==> config.mk <==
export PLATFORM = sky130hd
export DESIGN_NAME = rom_ioctl_sink
export DESIGN_NICKNAME = d
export VERILOG_FILES = /design/src/rtl/rom_ioctl_pkg.sv /design/src/rtl/ioctl_word_fifo.sv /design/src/rtl/rom_ioctl_sink.sv
export SDC_FILE = /design/constraint.sdc
export NUM_CORES = 1
export LEC_CHECK = 0
export ABC_AREA = 1
export BUFFER_PORTS_ARGS = -buffer_cell sky130_fd_sc_hd__buf_2
export CAP_MARGIN = 20
export CORE_UTILIZATION = 30
export DETAILED_ROUTE_END_ITERATION = 10
export PLACE_DENSITY_LB_ADDON = 0.3
export SLEW_MARGIN = 10
export SYNTH_ARGS = -nofsm -noshare
export SYNTH_HDL_FRONTEND = slang
export SYNTH_SLANG_ARGS = --single-unit
==> constraint.sdc <==
create_clock -name clk_96M -period 6 [get_ports clk_96M]
set_clock_uncertainty 0.1 [all_clocks]
set_input_delay 0 -clock clk_96M [delete_from_list [all_inputs] [get_ports clk_96M]]
set_output_delay 0 -clock clk_96M [all_outputs]
set_load 0.02 [all_outputs]
==> src/rtl/rom_ioctl_pkg.sv <==
// Shared types for the ioctl ROM download sink: FIFO entry layout, write FSM
// states and the filler byte used for half-populated words.
package rom_ioctl_pkg;

    localparam int         ENTRY_AW  = 24;
    localparam logic [7:0] FILL_BYTE = 8'hFF;

    typedef struct packed {
        logic [ENTRY_AW-1:0] addr;
        logic [15:0]         data;
        logic [1:0]          be;
    } fifo_entry_t;

    typedef enum logic {
        S_IDLE,
        S_REQ
    } wr_state_t;

    // Single-byte word: even bytes land in [15:8], odd bytes in [7:0].
    function automatic fifo_entry_t make_entry(input logic [ENTRY_AW-1:0] addr,
                                               input logic [7:0]          data,
                                               input logic                odd);
        fifo_entry_t e;
        e.addr = addr;
        if (odd) begin
            e.data = {FILL_BYTE, data};
            e.be   = 2'b01;
        end else begin
            e.data = {data, FILL_BYTE};
            e.be   = 2'b10;
        end
        return e;
    endfunction

endpackage

==> src/rtl/ioctl_word_fifo.sv <==
// Small synchronous FIFO of packed SDRAM word writes; head is read straight
// from the storage registers so a pop can capture it in the same cycle.
module ioctl_word_fifo
    import rom_ioctl_pkg::*;
#(
    parameter int AW = 2
) (
    input  logic        clk,
    input  logic        srst,
    input  logic        push_i,
    input  fifo_entry_t push_data_i,
    input  logic        pop_i,
    output fifo_entry_t head_o,
    output logic        full_o,
    output logic        empty_o
);

    localparam int DEPTH = 1 << AW;

    fifo_entry_t   mem_q [DEPTH];
    logic [AW-1:0] wr_ptr_q;
    logic [AW-1:0] rd_ptr_q;
    logic [AW:0]   count_q;
    logic          push_ok;
    logic          pop_ok;

    assign full_o  = (count_q == (AW+1)'(DEPTH));
    assign empty_o = (count_q == '0);
    assign head_o  = mem_q[rd_ptr_q];

    // A push into a full FIFO still lands when the head leaves in the same cycle.
    assign pop_ok  = pop_i && !empty_o;
    assign push_ok = push_i && (!full_o || pop_ok);

    always_ff @(posedge clk) begin
        if (push_ok) begin
            mem_q[wr_ptr_q] <= push_data_i;
        end
    end

    always_ff @(posedge clk) begin
        if (srst) begin
            wr_ptr_q <= '0;
            rd_ptr_q <= '0;
            count_q  <= '0;
        end else begin
            if (push_ok) begin
                wr_ptr_q <= wr_ptr_q + AW'(1);
            end
            if (pop_ok) begin
                rd_ptr_q <= rd_ptr_q + AW'(1);
            end
            case ({push_ok, pop_ok})
                2'b10:   count_q <= count_q + (AW+1)'(1);
                2'b01:   count_q <= count_q - (AW+1)'(1);
                default: count_q <= count_q;
            endcase
        end
    end

endmodule

==> src/rtl/rom_ioctl_sink.sv <==
// Consumer of the data_io byte stream: packs bytes into big-endian words,
// queues them and writes them to SDRAM with a req/ack handshake.
module rom_ioctl_sink
    import rom_ioctl_pkg::*;
#(
    parameter logic [7:0] INDEX   = 8'd0,
    parameter int         FIFO_AW = 2,
    parameter int         ADDR_W  = 24
) (
    input  logic              clk_96M,
    input  logic              reset,
    input  logic              ioctl_downl,
    input  logic [7:0]        ioctl_index,
    input  logic              ioctl_wr,
    input  logic [24:0]       ioctl_addr,
    input  logic [7:0]        ioctl_dout,
    output logic              sdr_req,
    output logic [ADDR_W-1:0] sdr_addr,
    output logic [15:0]       sdr_data,
    output logic [1:0]        sdr_be,
    input  logic              sdr_ack,
    output logic              busy,
    output logic              rom_loaded,
    output logic              overflow
);

    wr_state_t   state_q, state_d;
    fifo_entry_t pend_q, pend_d;
    fifo_entry_t def_q, def_d;
    fifo_entry_t out_q;
    fifo_entry_t push_entry;
    fifo_entry_t head;
    logic        pend_v_q, pend_v_d;
    logic        def_v_q, def_v_d;
    logic        active_q, active_d;
    logic        downl_prev_q;
    logic        session_q;
    logic        loaded_q, loaded_d;
    logic        overflow_q;
    logic        push, pop;
    logic        fifo_full, fifo_empty;
    logic        wr_ev, start;
    fifo_entry_t byte_entry;

    assign start      = ioctl_downl && !downl_prev_q && (ioctl_index == INDEX);
    assign wr_ev      = active_q && ioctl_downl && ioctl_wr;
    assign byte_entry = make_entry(ioctl_addr[24:1], ioctl_dout, ioctl_addr[0]);

    // Packer: at most one push per cycle; the second push of an event is deferred.
    always_comb begin
        push       = 1'b0;
        push_entry = '0;
        pend_d     = pend_q;
        pend_v_d   = pend_v_q;
        def_d      = def_q;
        def_v_d    = def_v_q;
        active_d   = active_q;

        if (start) begin
            active_d = 1'b1;
        end else if (active_q && !ioctl_downl) begin
            active_d = 1'b0;
        end

        if (def_v_q) begin
            push       = 1'b1;
            push_entry = def_q;
            def_v_d    = 1'b0;
        end else if (wr_ev) begin
            if (!ioctl_addr[0]) begin
                push       = pend_v_q;
                push_entry = pend_q;
                pend_d     = byte_entry;
                pend_v_d   = 1'b1;
            end else if (pend_v_q && (pend_q.addr == ioctl_addr[24:1])) begin
                push            = 1'b1;
                push_entry      = pend_q;
                push_entry.data = {pend_q.data[15:8], ioctl_dout};
                push_entry.be   = 2'b11;
                pend_v_d        = 1'b0;
            end else if (pend_v_q) begin
                push       = 1'b1;
                push_entry = pend_q;
                pend_v_d   = 1'b0;
                def_d      = byte_entry;
                def_v_d    = 1'b1;
            end else begin
                push       = 1'b1;
                push_entry = byte_entry;
            end
        end else if (!active_q && pend_v_q) begin
            push       = 1'b1;
            push_entry = pend_q;
            pend_v_d   = 1'b0;
        end
    end

    always_comb begin
        state_d = state_q;
        pop     = 1'b0;
        case (state_q)
            S_IDLE: begin
                if (!fifo_empty) begin
                    pop     = 1'b1;
                    state_d = S_REQ;
                end
            end
            S_REQ: begin
                if (sdr_ack) begin
                    state_d = S_IDLE;
                end
            end
            default: state_d = S_IDLE;
        endcase
    end

    // Judged on next-state values so the flag rises the cycle after the last ack.
    always_comb begin
        loaded_d = loaded_q;
        if (start) begin
            loaded_d = 1'b0;
        end else if (session_q && !active_d && !pend_v_d && !def_v_d &&
                     fifo_empty && !push && (state_d == S_IDLE)) begin
            loaded_d = 1'b1;
        end
    end

    always_ff @(posedge clk_96M) begin
        if (reset) begin
            state_q      <= S_IDLE;
            pend_q       <= '0;
            pend_v_q     <= 1'b0;
            def_q        <= '0;
            def_v_q      <= 1'b0;
            out_q        <= '0;
            active_q     <= 1'b0;
            downl_prev_q <= ioctl_downl;
            session_q    <= 1'b0;
            loaded_q     <= 1'b0;
            overflow_q   <= 1'b0;
        end else begin
            state_q      <= state_d;
            pend_q       <= pend_d;
            pend_v_q     <= pend_v_d;
            def_q        <= def_d;
            def_v_q      <= def_v_d;
            active_q     <= active_d;
            downl_prev_q <= ioctl_downl;
            loaded_q     <= loaded_d;
            if (pop) begin
                out_q <= head;
            end
            if (start) begin
                session_q  <= 1'b1;
                overflow_q <= 1'b0;
            end else if (push && fifo_full && !pop) begin
                overflow_q <= 1'b1;
            end
        end
    end

    ioctl_word_fifo #(
        .AW (FIFO_AW)
    ) u_fifo (
        .clk         (clk_96M),
        .srst        (reset),
        .push_i      (push),
        .push_data_i (push_entry),
        .pop_i       (pop),
        .head_o      (head),
        .full_o      (fifo_full),
        .empty_o     (fifo_empty)
    );

    assign sdr_req    = (state_q == S_REQ);
    assign sdr_addr   = ADDR_W'(out_q.addr);
    assign sdr_data   = out_q.data;
    assign sdr_be     = out_q.be;
    assign busy       = active_q || pend_v_q || def_v_q || !fifo_empty || (state_q == S_REQ);
    assign rom_loaded = loaded_q;
    assign overflow   = overflow_q;

endmodule
# Word level (Yosys, flattened, before mapping)

Memory sizes are Yosys's and may differ from the RTL's. A register that Yosys moved wholly into a read port is not among the register bits.
Cells that the tools add are included.

Logic and storage cells: 98
Memories kept: 1
RAM bits: 168
Bits of input ports: 46
Register bits after elaboration: 99
Output and inout bits: 46

Memory list:

| memory       | depth | width | read ports | clocked after Yosys merged registers in | write ports | RTL line              | text |
|---|---|---|---|---|---|---|---|
| u_fifo.mem_q | 4     | 42    | 1          | 1                                       | 1           | ioctl_word_fifo.sv:20 | `fifo_entry_t mem_q [DEPTH];` |

Reductions and logical operators: 38
Muxes and demuxes: 29
Equality and inequality tests: 4
Bitwise gates (word level): 5
$add $sub $neg: 4

Operator list:

| kind                                                | count |
|---|---|
| two-way mux 42 bit                                  | 6 |
| equality test 24 bit                                | 1 |
| two-way mux 1 bit                                   | 20 |
| two-way mux 18 bit                                  | 1 |
| logical AND 1 bit                                   | 17 |
| logical NOT 1 bit                                   | 10 |
| logical NOT 8 bit                                   | 1 |
| case mux 3 bit (2 select lines)                     | 1 |
| logical OR 1 bit                                    | 5 |
| NOT 1 bit                                           | 5 |
| AND reduction 5 bit                                 | 1 |
| adder 2 x 1 -> 2 bit, second input constant         | 2 |
| adder 3 x 1 -> 3 bit, second input constant         | 1 |
| equality test 3 bit, second input constant          | 1 |
| logical NOT 3 bit                                   | 1 |
| AND reduction 3 bit                                 | 1 |
| subtractor 3 x 1 -> 3 bit, second input constant    | 1 |
| equality test 2 x 1 -> 1 bit, second input constant | 1 |
| equality test 2 bit, second input constant          | 1 |
| case mux 1 bit (2 select lines)                     | 1 |
| nonzero test 2 bit                                  | 1 |
| OR reduction 2 bit                                  | 1 |

# Logic depth before layout (Yosys ltp)

Gate-level depths: netlist of the first run.

Word-level depth: 11
Gate-level depth with buffers: 16
Mapped depth without buffers: 16

# By module

From an unflattened synthesis of the first run, not the netlist that was laid out.

Cells, all modules: 1349
Area total of the unflattened synthesis: 12704.7 um^2

By module, submodules not included:

| module          | sequential area each (um^2) | area an instance (um^2) | cells an instance | times used |
|---|---|---|---|---|
| ioctl_word_fifo | 5225.0                      | 6691.4                  | 470               | 1 |
| rom_ioctl_sink  | 2682.6                      | 6013.3                  | 879               | 1 |

# Least setup slack after synthesis of the first run

No wires, ideal clock.

Path type: reg-to-reg
Start point: register pend_v_q
End point: memory u_fifo.mem_q[0][0] (netlist name), enable pin
Setup slack: 2.506 ns
Period minus slack after synthesis: 3.494 ns
Data arrival time: 2.953 ns
Library setup time: 0.441 ns
Cell stages (with the launch flop): 10
Required time: 5.459 ns
Cell sequence: dfxtp_1 > buf_4 > nand2_1 > nand2_1 > inv_1 > o21ai_1 > inv_1 > nor2_1 > inv_1 > nor2_1

Word-level cells in the longest chain between the ends: 7
Elaborated cells on any way between the ends: 8
Classes of those cells: mux: 6; reduce/logical: 2

Ends and longest elaborated chain:

| item                                        | RTL line              | text |
|---|---|---|
| from (decl)                                 | rom_ioctl_sink.sv:33  | `logic pend_v_q, pend_v_d;` |
| from (signal assigned)                      | rom_ioctl_sink.sv:144 | `pend_v_q <= pend_v_d;` |
| logical AND 1 bit                           | rom_ioctl_sink.sv:91  | `end else if (!active_q && pend_v_q) begin` |
| two-way mux 1 bit                           | rom_ioctl_sink.sv:91  |  |
| two-way mux 1 bit (*)                       | rom_ioctl_sink.sv:69  | `end else if (wr_ev) begin` |
| two-way mux 1 bit (*)                       | rom_ioctl_sink.sv:65  | `if (def_v_q) begin` |
| logical AND 1 bit (*)                       | ioctl_word_fifo.sv:33 | `assign push_ok = push_i && (!full_o \|\| pop_ok);` |
| two-way mux 1 bit (*)                       | ioctl_word_fifo.sv:36 | `if (push_ok) begin` |
| two-way mux 1 bit (not written as such) (*) | ioctl_word_fifo.sv:37 | `mem_q[wr_ptr_q] <= push_data_i;` |
| to (decl)                                   | ioctl_word_fifo.sv:20 |  |

Every way passes the cells marked *; elsewhere a longest branch is shown, timed or not.

# Worst setup path in the final report of the first run

Start point: register pend_v_q
End point: memory u_fifo.mem_q[2][41] (netlist name), enable pin

Same word-level chain as after synthesis.

==> flow_metrics.py, run 1 <==
metrics = {
    "timing": {
        "finalSetupViolations": 0,
        "worst-slew-pin-transition_ns": 0.946,
        "hold_viol_final": 0,
        "timing.fmax_mhz": 316,
        "fin_worst_hold_slack_ns": 0.0567,
        "rsz0062_at_grt": "false",
        "slew_violations": 0,
        "final_period_minus_worst_setup_slack_ns": 3.16,
        "tns_ns": 0,
        "layout_worst_path_cycle_share": 0.527,
        "max_slew_margin": 0.368,
    },
    "yosys": {
        "synth-warning-count": 0,
        "seq_area_frac_synth": 0.628,
        "mappedNetlistArea_sq_um": 12500,
        "syn_inst": 1335,
        "synth_area_per_cell_sq_um": 9.39,
        "postSynthNetCount": 1387,
        "ys_types": 30,
        "postSynthRegisterBits": 309,
    },
    "die": {
        "dieWidth_microns": 206,
        "die-area_sq_um": 42600,
        "row_count": 74,
        "initial_utilization": 0.306,
        "design.core.area_sq_um": 41000,
        "floorplan.die.height_microns": 206,
        "io-pin-count": 92,
    },
    "placement": {
        "post-place-cells": 1891,
        "dpl.hpwl_microns": 20100,
        "place_congestion": 0.832,
        "number_of_buffers_added_on_ports": 91,
        "placed_cell_area_sq_um": 13400,
    },
    "clock_tree": {
        "clk_path_buf_depth": 3,
        "numCtsBuffers": 36,
        "cts-root-buf": "sky130_fd_sc_hd__clkbuf_16",
        "tritoncts": "built",
        "cts-htree-levels": 2,
        "cts.clk_slew.worst_paths_ns": 0.06,
        "cts.sinks": 309,
        "clk-insertion-delay-late_ns": 0.51,
        "ctsResizeCount": 0,
        "postCtsSetupBuffers": 0,
    },
    "outcome": {
        "run_status": "complete, but fails checks",
        "failed_checks": "design-rule violations",
    },
    "detailed_routing": {
        "first_pass_iters": 10,
        "vias_per_cell": 4.74,
        "drcViolationCount": 12,
        "vias": 9455,
        "routed_wl_microns": 31600,
        "antenna_violating_nets_post_route": 0,
        "detail_route.iter0.violations": 634,
        "post_drt_wl_per_cell_microns": 15.8,
    },
    "layout": {
        "fillerInstances": 4123,
        "most-common-layout-cells": "sky130_fd_sc_hd__nor2_1 (355), sky130_fd_sc_hd__o21ai_0 (215), sky130_fd_sc_hd__edfxtp_1 (168)",
        "post-route-cell-area_sq_um": 15100,
        "ff_latch_area_sq_um": 7870,
        "layout.cells.most_common": "sky130_fd_sc_hd__nor2_1",
        "finalNonFillerCells": 1995,
        "multi_input_area_sq_um": 3930,
        "antennaDiodeCount": 0,
        "layout.nets": 1490,
        "area_growth_from_synthesis_to_layout_pct": 20.1,
        "finish.utilization": 0.367,
        "layout-drive-gt1-share": 0.133,
    },
    "power": {
        "cellLeakagePower_nw": 5.77,
        "p_per_area_nw_per_um2": 301,
        "vdd_ir_drop_max_mv": 0.201,
    },
    "global_routing": {
        "track_usage": 0.150,
        "grt_antenna_before_repair": 0,
        "grt_max_degree": 90,
        "wire_length_of_the_first_global_routing_pass_microns": 49400,
        "grt.overflow.total": 0,
        "first_global_vias": 8863,
    },
    "job": {
        "maxCapViolCount": 0,
    },
    "setup_path": {
        "critical_path_arrival_ns": 3.25,
        "worstSetupPathType": "reg -> reg",
        "cp_max_fo": 28,
        "setup.reg_to_reg.worst_slack_ns": 2.84,
        "endpoint_kind": "register",
        "timing.critical_path.from_type": "register",
        "cp_data_required_time_ns": 6.09,
    },
    "worst_hold_path": {
        "hp-class": "in -> reg",
    },
}
stage by stage:
stage | power (W) | worst slack, ns
2_1_floorplan | 0.00231 | 2.51
3_3_place_gp | 0.00235 | 2.88
3_5_place_dp | 0.00235 | 2.81
4_1_cts | 0.00458 | 2.79
5_1_grt | 0.00467 | 2.53
6_report | 0.00453 | 2.84
area by class of cell:
type / instances / share of cell area
well taps: 532 / 0.0442
flip-flops and latches: 309 / 0.523
multi-input cells: 836 / 0.261
repair buffers: 147 / 0.0650
clock inverters: 16 / 0.0122
clock buffers: 47 / 0.0675
inverters: 108 / 0.0271
synth_stat cells:
| cell type | number | area share |
|---|---|---|
| sky130_fd_sc_hd__clkbuf_1 | 58 | 0.017 |
| sky130_fd_sc_hd__inv_1 | 82 | 0.025 |
| sky130_fd_sc_hd__nand3_1 | 29 | 0.012 |
| sky130_fd_sc_hd__inv_2 | 19 | 0.0057 |
| sky130_fd_sc_hd__a22oi_1 | 1 | 0.00060 |
| sky130_fd_sc_hd__buf_6 | 6 | 0.0054 |
| sky130_fd_sc_hd__nand3_2 | 1 | 0.00080 |
| sky130_fd_sc_hd__clkinv_1 | 6 | 0.0018 |
| sky130_fd_sc_hd__nor2_1 | 361 | 0.11 |
| sky130_fd_sc_hd__nor3_2 | 1 | 0.00080 |
| sky130_fd_sc_hd__buf_4 | 1 | 0.00060 |
| sky130_fd_sc_hd__a221oi_1 | 24 | 0.017 |
| sky130_fd_sc_hd__o21ai_0 | 215 | 0.086 |
| sky130_fd_sc_hd__a31oi_1 | 43 | 0.021 |
| sky130_fd_sc_hd__ha_1 | 5 | 0.0050 |
| sky130_fd_sc_hd__buf_2 | 13 | 0.0052 |
| sky130_fd_sc_hd__xor2_1 | 2 | 0.0014 |
| sky130_fd_sc_hd__fa_1 | 1 | 0.0016 |
| sky130_fd_sc_hd__nand2_1 | 74 | 0.022 |
| sky130_fd_sc_hd__a21oi_1 | 62 | 0.025 |
| sky130_fd_sc_hd__nand2_4 | 1 | 0.00090 |
| sky130_fd_sc_hd__nor2_2 | 5 | 0.0025 |
| sky130_fd_sc_hd__dfxtp_1 | 141 | 0.23 |
| sky130_fd_sc_hd__nand2_8 | 1 | 0.0016 |
| sky130_fd_sc_hd__nor3_1 | 1 | 0.00040 |
| sky130_fd_sc_hd__o21ai_1 | 6 | 0.0024 |
| sky130_fd_sc_hd__buf_1 | 4 | 0.0012 |
| sky130_fd_sc_hd__edfxtp_1 | 168 | 0.40 |
| sky130_fd_sc_hd__inv_4 | 1 | 0.00050 |
| sky130_fd_sc_hd__nand4_1 | 3 | 0.0015 |
worst paths after layout:
kind                 startpoint             endpoint  cells past startpoint
setup / recovery       pend_v_q  u_fifo.mem_q[2][41]                      9
hold / removal    ioctl_addr[0]             overflow                      5
setup reg to reg       pend_v_q  u_fifo.mem_q[2][41]                      9
hold reg to reg       def_q[13]            def_q[13]                      2
kinds of logic (layout without fill, tap and decap cells):
logic type / count (synthesis) / after routing / share of synthesized area
flip-flops: 309 / 309 / 0.628
adder cells (fa/ha/maj): 6 / 6 / 0.00659
buffers and inverters: 190 / 318 / 0.0623
AO/OA/AOI/OAI: 351 / 351 / 0.152
AND/OR/NAND/NOR: 477 / 477 / 0.150
XOR/XNOR: 2 / 2 / 0.00140
state kept, by name, summed over array words and instances (netlist names), 2 cells and up:
register,cells
sdr_be,2
sdr_data,16
u_fifo.count_q,3
sdr_addr,24
u_fifo.rd_ptr_q,2
u_fifo.mem_q,168
pend_q,42
def_q,42
u_fifo.wr_ptr_q,2
routing by layer:
layer,global-route usage,routed length (microns)
met1,0.197,14200
met2,0.253,15200
met3,0.0224,1500
met4,0.0452,688
met5,0,0
critical path, stage by stage, from the launching register on:
cell and delay, ns:
sky130_fd_sc_hd__dfxtp_1 0.49, sky130_fd_sc_hd__nand2_1 0.24, sky130_fd_sc_hd__nand2_1 0.15, sky130_fd_sc_hd__inv_1 0.08, sky130_fd_sc_hd__o21ai_1 0.16, sky130_fd_sc_hd__inv_1 0.08
sky130_fd_sc_hd__nor2_1 0.15, sky130_fd_sc_hd__inv_1 0.22, sky130_fd_sc_hd__nor2_4 0.78, sky130_fd_sc_hd__buf_4 0.38
repair_timing:
item                                    in CTS  in global routing
endpoints found under the setup margin       0                  0
hold buffers                                41                  0
endpoints found under the hold margin      104                  0
where the power goes:
part,switching [W],internal [W]
sequential,0.00000231,0.00221
clock,0.000837,0.00136
combinational,0.0000679,0.0000456
(Power assumes the default switching activity.)
==> run 2, diff against run 1 <==
clock period = 2.63 ns   (was 6 ns; I/O delays follow)
==> flow_metrics.py, run 2 (synthesis results as in run 1) <==
metrics = {
    "outcome": {
        "run_status": "complete, but fails checks",
        "failed_checks": "design-rule violations",
    },
    "power": {
        "clockPowerShare": 0.450,
        "cellLeakagePower_nw": 5.74,
        "p_per_area_nw_per_um2": 643,
        "internal_power_w": 0.00770,
        "switching_share": 0.203,
        "seq_power_share": 0.523,
        "power.combinational.fraction": 0.027,
        "vdd_ir_drop_max_mv": 0.413,
        "total_switching_power_w": 0.00196,
    },
    "detailed_routing": {
        "first_pass_iters": 10,
        "vias_per_cell": 4.66,
        "post_drt_wl_per_cell_microns": 16.1,
        "detail_route.iter0.violations": 748,
        "antenna_violating_nets_post_route": 0,
        "drcViolationCount": 8,
        "vias": 9306,
        "routed_wl_microns": 32100,
    },
    "timing": {
        "hold_viol_final": 0,
        "max_slew_margin": 0.384,
        "finalSetupViolations": 0,
        "tns_ns": 0,
        "timing.fmax_mhz": 400,
        "rsz0062_at_grt": "true",
        "final_period_minus_worst_setup_slack_ns": 2.50,
        "layout_worst_path_cycle_share": 0.951,
        "worst-slew-pin-transition_ns": 0.923,
        "slew_violations": 0,
    },
    "clock_tree": {
        "tritoncts": "built",
        "clk-insertion-delay-late_ns": 0.56,
        "cts-root-buf": "sky130_fd_sc_hd__clkbuf_16",
        "cts.sinks": 309,
        "cts.clk_slew.worst_paths_ns": 0.07,
        "cts-htree-levels": 1,
        "clk_path_buf_depth": 3,
        "numCtsBuffers": 31,
    },
    "setup_path": {
        "slowest_delay_ns": 0.60,
        "setup.reg_to_reg.worst_slack_ns": 0.22,
        "crit_path_cell_trace": "dlygate4sd3_1 -> buf_2 -> nor2_1 -> dlygate4sd3_1 -> nand2_1 -> dlygate4sd3_1 -> inv_1 -> nand4_1 -> dlygate4sd3_1 -> inv_1 -> nor2_2 -> nand4_1 -> a21oi_1",
        "cp.buffers_inverters": 7,
        "cp_max_fo": 3,
        "cp_common_cell": "sky130_fd_sc_hd__dlygate4sd3_1",
        "timing.critical_path.from_type": "input port",
        "critical_path_arrival_ns": 2.90,
        "worst_path_max_delay_cell": "sky130_fd_sc_hd__dlygate4sd3_1",
        "worstSetupPathType": "in -> reg",
        "endpoint_kind": "register",
        "cp_data_required_time_ns": 3.03,
        "critical_path.top_delay_family": "buffers and inverters",
    },
    "die": {
        "initial_utilization": 0.306,
        "design.core.area_sq_um": 41000,
        "floorplan.die.height_microns": 206,
        "dieWidth_microns": 206,
        "row_count": 74,
        "die-area_sq_um": 42600,
        "io-pin-count": 92,
    },
    "layout": {
        "most-common-layout-cells": "sky130_fd_sc_hd__nor2_1 (353), sky130_fd_sc_hd__o21ai_0 (215), sky130_fd_sc_hd__edfxtp_1 (168)",
        "multi_input_area_sq_um": 3940,
        "regMostFlops": "u_fifo.mem_q",
        "fillerInstances": 4101,
        "area_growth_from_synthesis_to_layout_pct": 19.8,
        "top_regs": "u_fifo.mem_q x168, def_q x42, pend_q x42",
        "layout.cells.most_common": "sky130_fd_sc_hd__nor2_1",
        "finalNonFillerCells": 1999,
        "ff_latch_area_sq_um": 7870,
        "layout-drive-gt1-share": 0.134,
        "largest_register_ffs": 168,
        "layout.nets": 1493,
    },
    "global_routing": {
        "wire_length_of_the_first_global_routing_pass_microns": 50600,
        "grt_max_degree": 89,
        "track_usage": 0.153,
        "grt_antenna_before_repair": 2,
        "first_global_vias": 8936,
        "grt.overflow.total": 0,
    },
    "placement": {
        "place_congestion": 0.743,
        "dpl.hpwl_microns": 19200,
        "number_of_buffers_added_on_ports": 91,
        "post-place-cells": 1899,
    },
    "worst_hold_path": {
        "hp-class": "in -> reg",
    },
    "job": {
        "maxCapViolCount": 0,
    },
}
[run 2: final timing paths]
check | startpoint | endpoint | cells after the start
max | ioctl_index[4] | rom_loaded | 13
min | ioctl_addr[0] | u_fifo.mem_q[0][0] | 3
min reg2reg | def_q[16] | def_q[16] | 2
max reg2reg | active_q | u_fifo.count_q[1] | 15
[run 2: worst reg2reg max path, stage by stage (launching register included)]
cell                      delay, ns
sky130_fd_sc_hd__dfxtp_1       0.35
sky130_fd_sc_hd__nand2_1       0.06
sky130_fd_sc_hd__inv_1         0.08
sky130_fd_sc_hd__nand2_1       0.12
sky130_fd_sc_hd__nand2_1       0.10
sky130_fd_sc_hd__inv_1         0.07
sky130_fd_sc_hd__o21ai_1       0.19
sky130_fd_sc_hd__inv_1         0.09
sky130_fd_sc_hd__nor2_2        0.13
sky130_fd_sc_hd__inv_1         0.07
sky130_fd_sc_hd__ha_1          0.17
sky130_fd_sc_hd__inv_1         0.10
sky130_fd_sc_hd__fa_1          0.42
sky130_fd_sc_hd__nor2_1        0.11
sky130_fd_sc_hd__a21oi_1       0.06
sky130_fd_sc_hd__nor2_1        0.11
[run 2: cell type report]
| cell class | count | area share |
|---|---|---|
| Inverter | 108 | 0.0272 |
| Multi-Input combinational cell | 836 | 0.262 |
| Clock inverter | 13 | 0.00933 |
| Sequential cell | 309 | 0.524 |
| Timing Repair Buffer | 155 | 0.0758 |
| Clock buffer | 44 | 0.0569 |
| Tap cell | 532 | 0.0443 |
| Antenna cell | 2 | 0.000333 |
[run 2: metal layers]
metal  up-vias  GRT usage  wire length [microns]  part of all wire
met4         0     0.0454                    623             0.019
met3        31     0.0199                   1240             0.039
met5         -          0                      0                 0
met1      4378      0.213                  15600              0.48
met2       158      0.246                  14700              0.46
li1       4739          -                      -                 -
[run 2: per-stage QoR]
step                       util  hold WS, ns  power [W]  cell area, sq um  setup WS (ns)
after floorplan               -      -0.0723    0.00527             12500         -0.193
after global placement    0.332       0.0497    0.00537             13600          0.385
after detailed placement  0.332       0.0485    0.00537             13600          0.307
after CTS                 0.366       0.0126    0.00979             15000          0.156
after global routing      0.366       0.0401     0.0100             15000        -0.0129
final                     0.366       0.0547    0.00966             15000          0.128
[run 2: power by group through the flow]
stage / clock [W] / combinational, W / sequential, W
2_1_floorplan: 0 / 0.000106 / 0.00516
3_3_place_gp: 0 / 0.000219 / 0.00515
3_5_place_dp: 0 / 0.000221 / 0.00515
4_1_cts: 0.00448 / 0.000268 / 0.00505
5_1_grt: 0.00466 / 0.000294 / 0.00505
6_report: 0.00435 / 0.000264 / 0.00505
[run 2: timing repair]
action,CTS,global route
gates resized for setup,0,2
hold buffers,41,0
buffers inserted,0,0
setup endpoints to repair,0,2
hold endpoints to repair,164,0
==> run 3, diff against run 2 <==
ABC_AREA = unset   (was 1)
ABC_CLOCK_PERIOD_IN_PS = 2600   (was unset)
clock period = 2.6 ns   (was 2.63 ns; I/O delays follow)
==> flow_metrics.py, run 3 <==
metrics = {
    "timing": {
        "timing.fmax_mhz": 415,
        "finalSetupViolations": 0,
        "worst-slew-pin-transition_ns": 0.765,
        "layout_worst_path_cycle_share": 0.926,
        "slew_violations": 0,
        "tns_ns": 0,
        "hold_viol_final": 0,
        "max_slew_margin": 0.489,
        "final_period_minus_worst_setup_slack_ns": 2.41,
        "fin_worst_hold_slack_ns": 0.0961,
        "rsz0062_at_grt": "false",
    },
    "setup_path": {
        "crit_path_cell_trace": "xor2_1 -> nor4_1 -> nand4_2 -> or3_1 -> buf_4 -> o211ai_2",
        "critical_path.top_delay_family": "simple AND/OR/NAND/NOR gates",
        "endpoint_kind": "register",
        "worst_path_max_delay_cell": "sky130_fd_sc_hd__nor4_1",
        "critical_path_arrival_ns": 2.64,
        "worstSetupPathType": "reg -> reg",
        "timing.critical_path.from_type": "register",
        "cp.buffers_inverters": 1,
        "cp_data_required_time_ns": 2.83,
        "slowest_delay_ns": 0.52,
        "cp_max_fo": 9,
    },
    "global_routing": {
        "track_usage": 0.147,
        "wire_length_of_the_first_global_routing_pass_microns": 47500,
        "first_global_vias": 8170,
        "grt.overflow.total": 0,
        "grt_antenna_before_repair": 5,
        "grt_max_degree": 69,
    },
    "yosys": {
        "asyncSetResetFlopFracSynth": 0,
        "seq_area_frac_synth": 0.624,
        "ys_types": 48,
        "dominantRegCellSynth": "sky130_fd_sc_hd__edfxtp_1",
        "mappedNetlistArea_sq_um": 12600,
        "post_synth_most_frequent_cells": "sky130_fd_sc_hd__nand2_1 (189), sky130_fd_sc_hd__edfxtp_1 (168), sky130_fd_sc_hd__dfxtp_1 (141)",
        "synthMostInstantiatedCell": "sky130_fd_sc_hd__nand2_1",
        "synth-warning-count": 0,
        "yosys.area.top_type_share": 0.400,
        "postSynthNetCount": 1088,
        "count_of_flip_flops_with_a_built_in_enable_after_synthesis": 168,
        "syn_inst": 1036,
        "postSynthRegisterBits": 309,
        "synth_largest_area_cell": "sky130_fd_sc_hd__edfxtp_1",
        "synthTopCellsByArea": "sky130_fd_sc_hd__edfxtp_1 (40%), sky130_fd_sc_hd__dfxtp_1 (22%), sky130_fd_sc_hd__mux4_2 (7.5%)",
        "synth_area_per_cell_sq_um": 12.2,
    },
    "detailed_routing": {
        "detail_route.iter0.violations": 537,
        "drcViolationCount": 20,
        "wl_met3_microns": 1530,
        "highest-signal-layer": "met5",
        "wirelength_met1_microns": 14200,
        "first_pass_iters": 7,
        "vias": 8285,
        "routed_wl_microns": 30900,
        "antenna_violating_nets_post_route": 0,
        "post_drt_wl_per_cell_microns": 17.8,
        "met2_wirelength_microns": 14600,
        "vias_per_cell": 4.77,
    },
    "placement": {
        "place_congestion": 0.748,
        "dpl.hpwl_microns": 19400,
        "number_of_buffers_added_on_ports": 91,
    },
    "power": {
        "vdd_ir_drop_max_mv": 0.483,
        "p_per_area_nw_per_um2": 667,
        "cellLeakagePower_nw": 5.35,
    },
    "layout": {
        "fillerInstances": 3991,
        "top_regs": "u_fifo.mem_q x168, def_q x42, pend_q x42",
        "layout.cells.most_common": "sky130_fd_sc_hd__nand2_1",
        "layout-drive-gt1-share": 0.211,
        "layout.nets": 1228,
        "regMostFlops": "u_fifo.mem_q",
        "largest_register_ffs": 168,
        "most-common-layout-cells": "sky130_fd_sc_hd__nand2_1 (189), sky130_fd_sc_hd__edfxtp_1 (168), sky130_fd_sc_hd__dfxtp_1 (137)",
        "area_growth_from_synthesis_to_layout_pct": 23.2,
    },
    "die": {
        "initial_utilization": 0.306,
        "row_count": 74,
        "dieWidth_microns": 207,
        "die-area_sq_um": 42800,
        "io-pin-count": 92,
        "floorplan.die.height_microns": 207,
        "design.core.area_sq_um": 41100,
    },
    "clock_tree": {
        "cts-root-buf": "sky130_fd_sc_hd__clkbuf_16",
        "numCtsBuffers": 34,
        "clk_path_buf_depth": 3,
        "postCtsSetupBuffers": 0,
        "cts.sinks": 309,
        "clk-insertion-delay-late_ns": 0.52,
        "cts.clk_slew.worst_paths_ns": 0.06,
        "tritoncts": "built",
        "cts-htree-levels": 2,
    },
    "outcome": {
        "failed_checks": "design-rule violations",
        "run_status": "complete, but fails checks",
    },
    "worst_hold_path": {
        "hp-class": "in -> reg",
    },
    "job": {
        "maxCapViolCount": 0,
    },
}
## run 3: cell count changes after synthesis, sizes merged, moves of 16 or more
cell / before / now
mux2i: 0 / 33
nor2: 366 / 33
o211ai: 0 / 16
a22oi: 1 / 33
a21oi: 62 / 93
a221oi: 24 / 0
a31oi: 43 / 0
inv: 102 / 17
xor2: 2 / 19
mux4: 0 / 42
nand2b: 0 / 72
o21ai: 221 / 35
nand2: 76 / 189
nand3: 30 / 2
## run 3: per-layer routing
| layer | global-route usage | vias to the layer above |
|---|---|---|
| met5 | 0 | - |
| met4 | 0.0412 | 4 |
| met3 | 0.0292 | 46 |
| met2 | 0.239 | 167 |
| met1 | 0.198 | 4060 |
| li1 | - | 4008 |
## run 3: final timing paths
check / from / end / slack [ns] / cells after the start
worst max-delay path: pend_q[40] / u_fifo.mem_q[0][6] / 0.19 / 6
worst min-delay path: ioctl_addr[0] / pend_q[16] / 0.1 / 5
worst max register to register: pend_q[40] / u_fifo.mem_q[0][6] / 0.19 / 6
worst min register to register: def_q[17] / def_q[17] / 0.35 / 2
## run 3: cells by family (layout without fill, tap and decap cells)
group | Yosys count | count (layout) | share of synthesized area
buffers and inverters | 88 | 253 | 0.0277
AOI/OAI and AO/OA | 202 | 202 | 0.100
adders and majority gates | 6 | 6 | 0.00655
muxes | 75 | 75 | 0.101
xor gates and xnor gates | 29 | 29 | 0.0202
DFF | 309 | 309 | 0.624
other | 0 | 3 | 0
and+or+nand+nor | 327 | 327 | 0.120
## run 3: layout make-up
type                            instances  area [sq um]  area share
Multi-Input combinational cell        639          4420       0.284
Clock buffer                           41           930      0.0599
Tap cell                              532           666      0.0429
Inverter                               18          67.6     0.00435
Sequential cell                       309          7870       0.507
Antenna cell                            3          7.51    0.000483
Clock inverter                         20           233      0.0150
Timing Repair Buffer                  174          1340      0.0861
## run 3: power breakdown
group | leakage [nW] | internal [W] | total [W] | switching (W)
sequential | 2.69 | 0.00510 | 0.00510 | 0.00000200
clock | 0.576 | 0.00305 | 0.00500 | 0.00195
combinational | 2.08 | 0.000114 | 0.000258 | 0.000144
## run 3: per-stage QoR
step                      cell area (sq um)   util  instances  total power [W]  setup WS, ns
after floorplan                       12600      -       1036          0.00531        0.0124
after global placement                13900  0.338       1625          0.00542         0.219
after detailed placement              13900  0.338       1625          0.00542         0.124
after CTS                             15500  0.377       1733           0.0105         0.105
after global routing                  15500  0.378       1734           0.0107        0.0283
final                                 15500  0.378       1736           0.0104         0.192
## run 3: timing repair
item                                    in CTS  in global routing
resized for setup                            0                  3
hold buffers                                47                  0
endpoints found under the setup margin       0                  5
hold endpoints to repair                   119                  0
## run 3: worst register-to-register path: cells and delay by family, from the launching register on
family,cells,cell delay (ns)
compound gates,1,0.28
xor+xnor,1,0.15
buf+inv,1,0.21
flops,1,0.33
simple gates,3,1.15
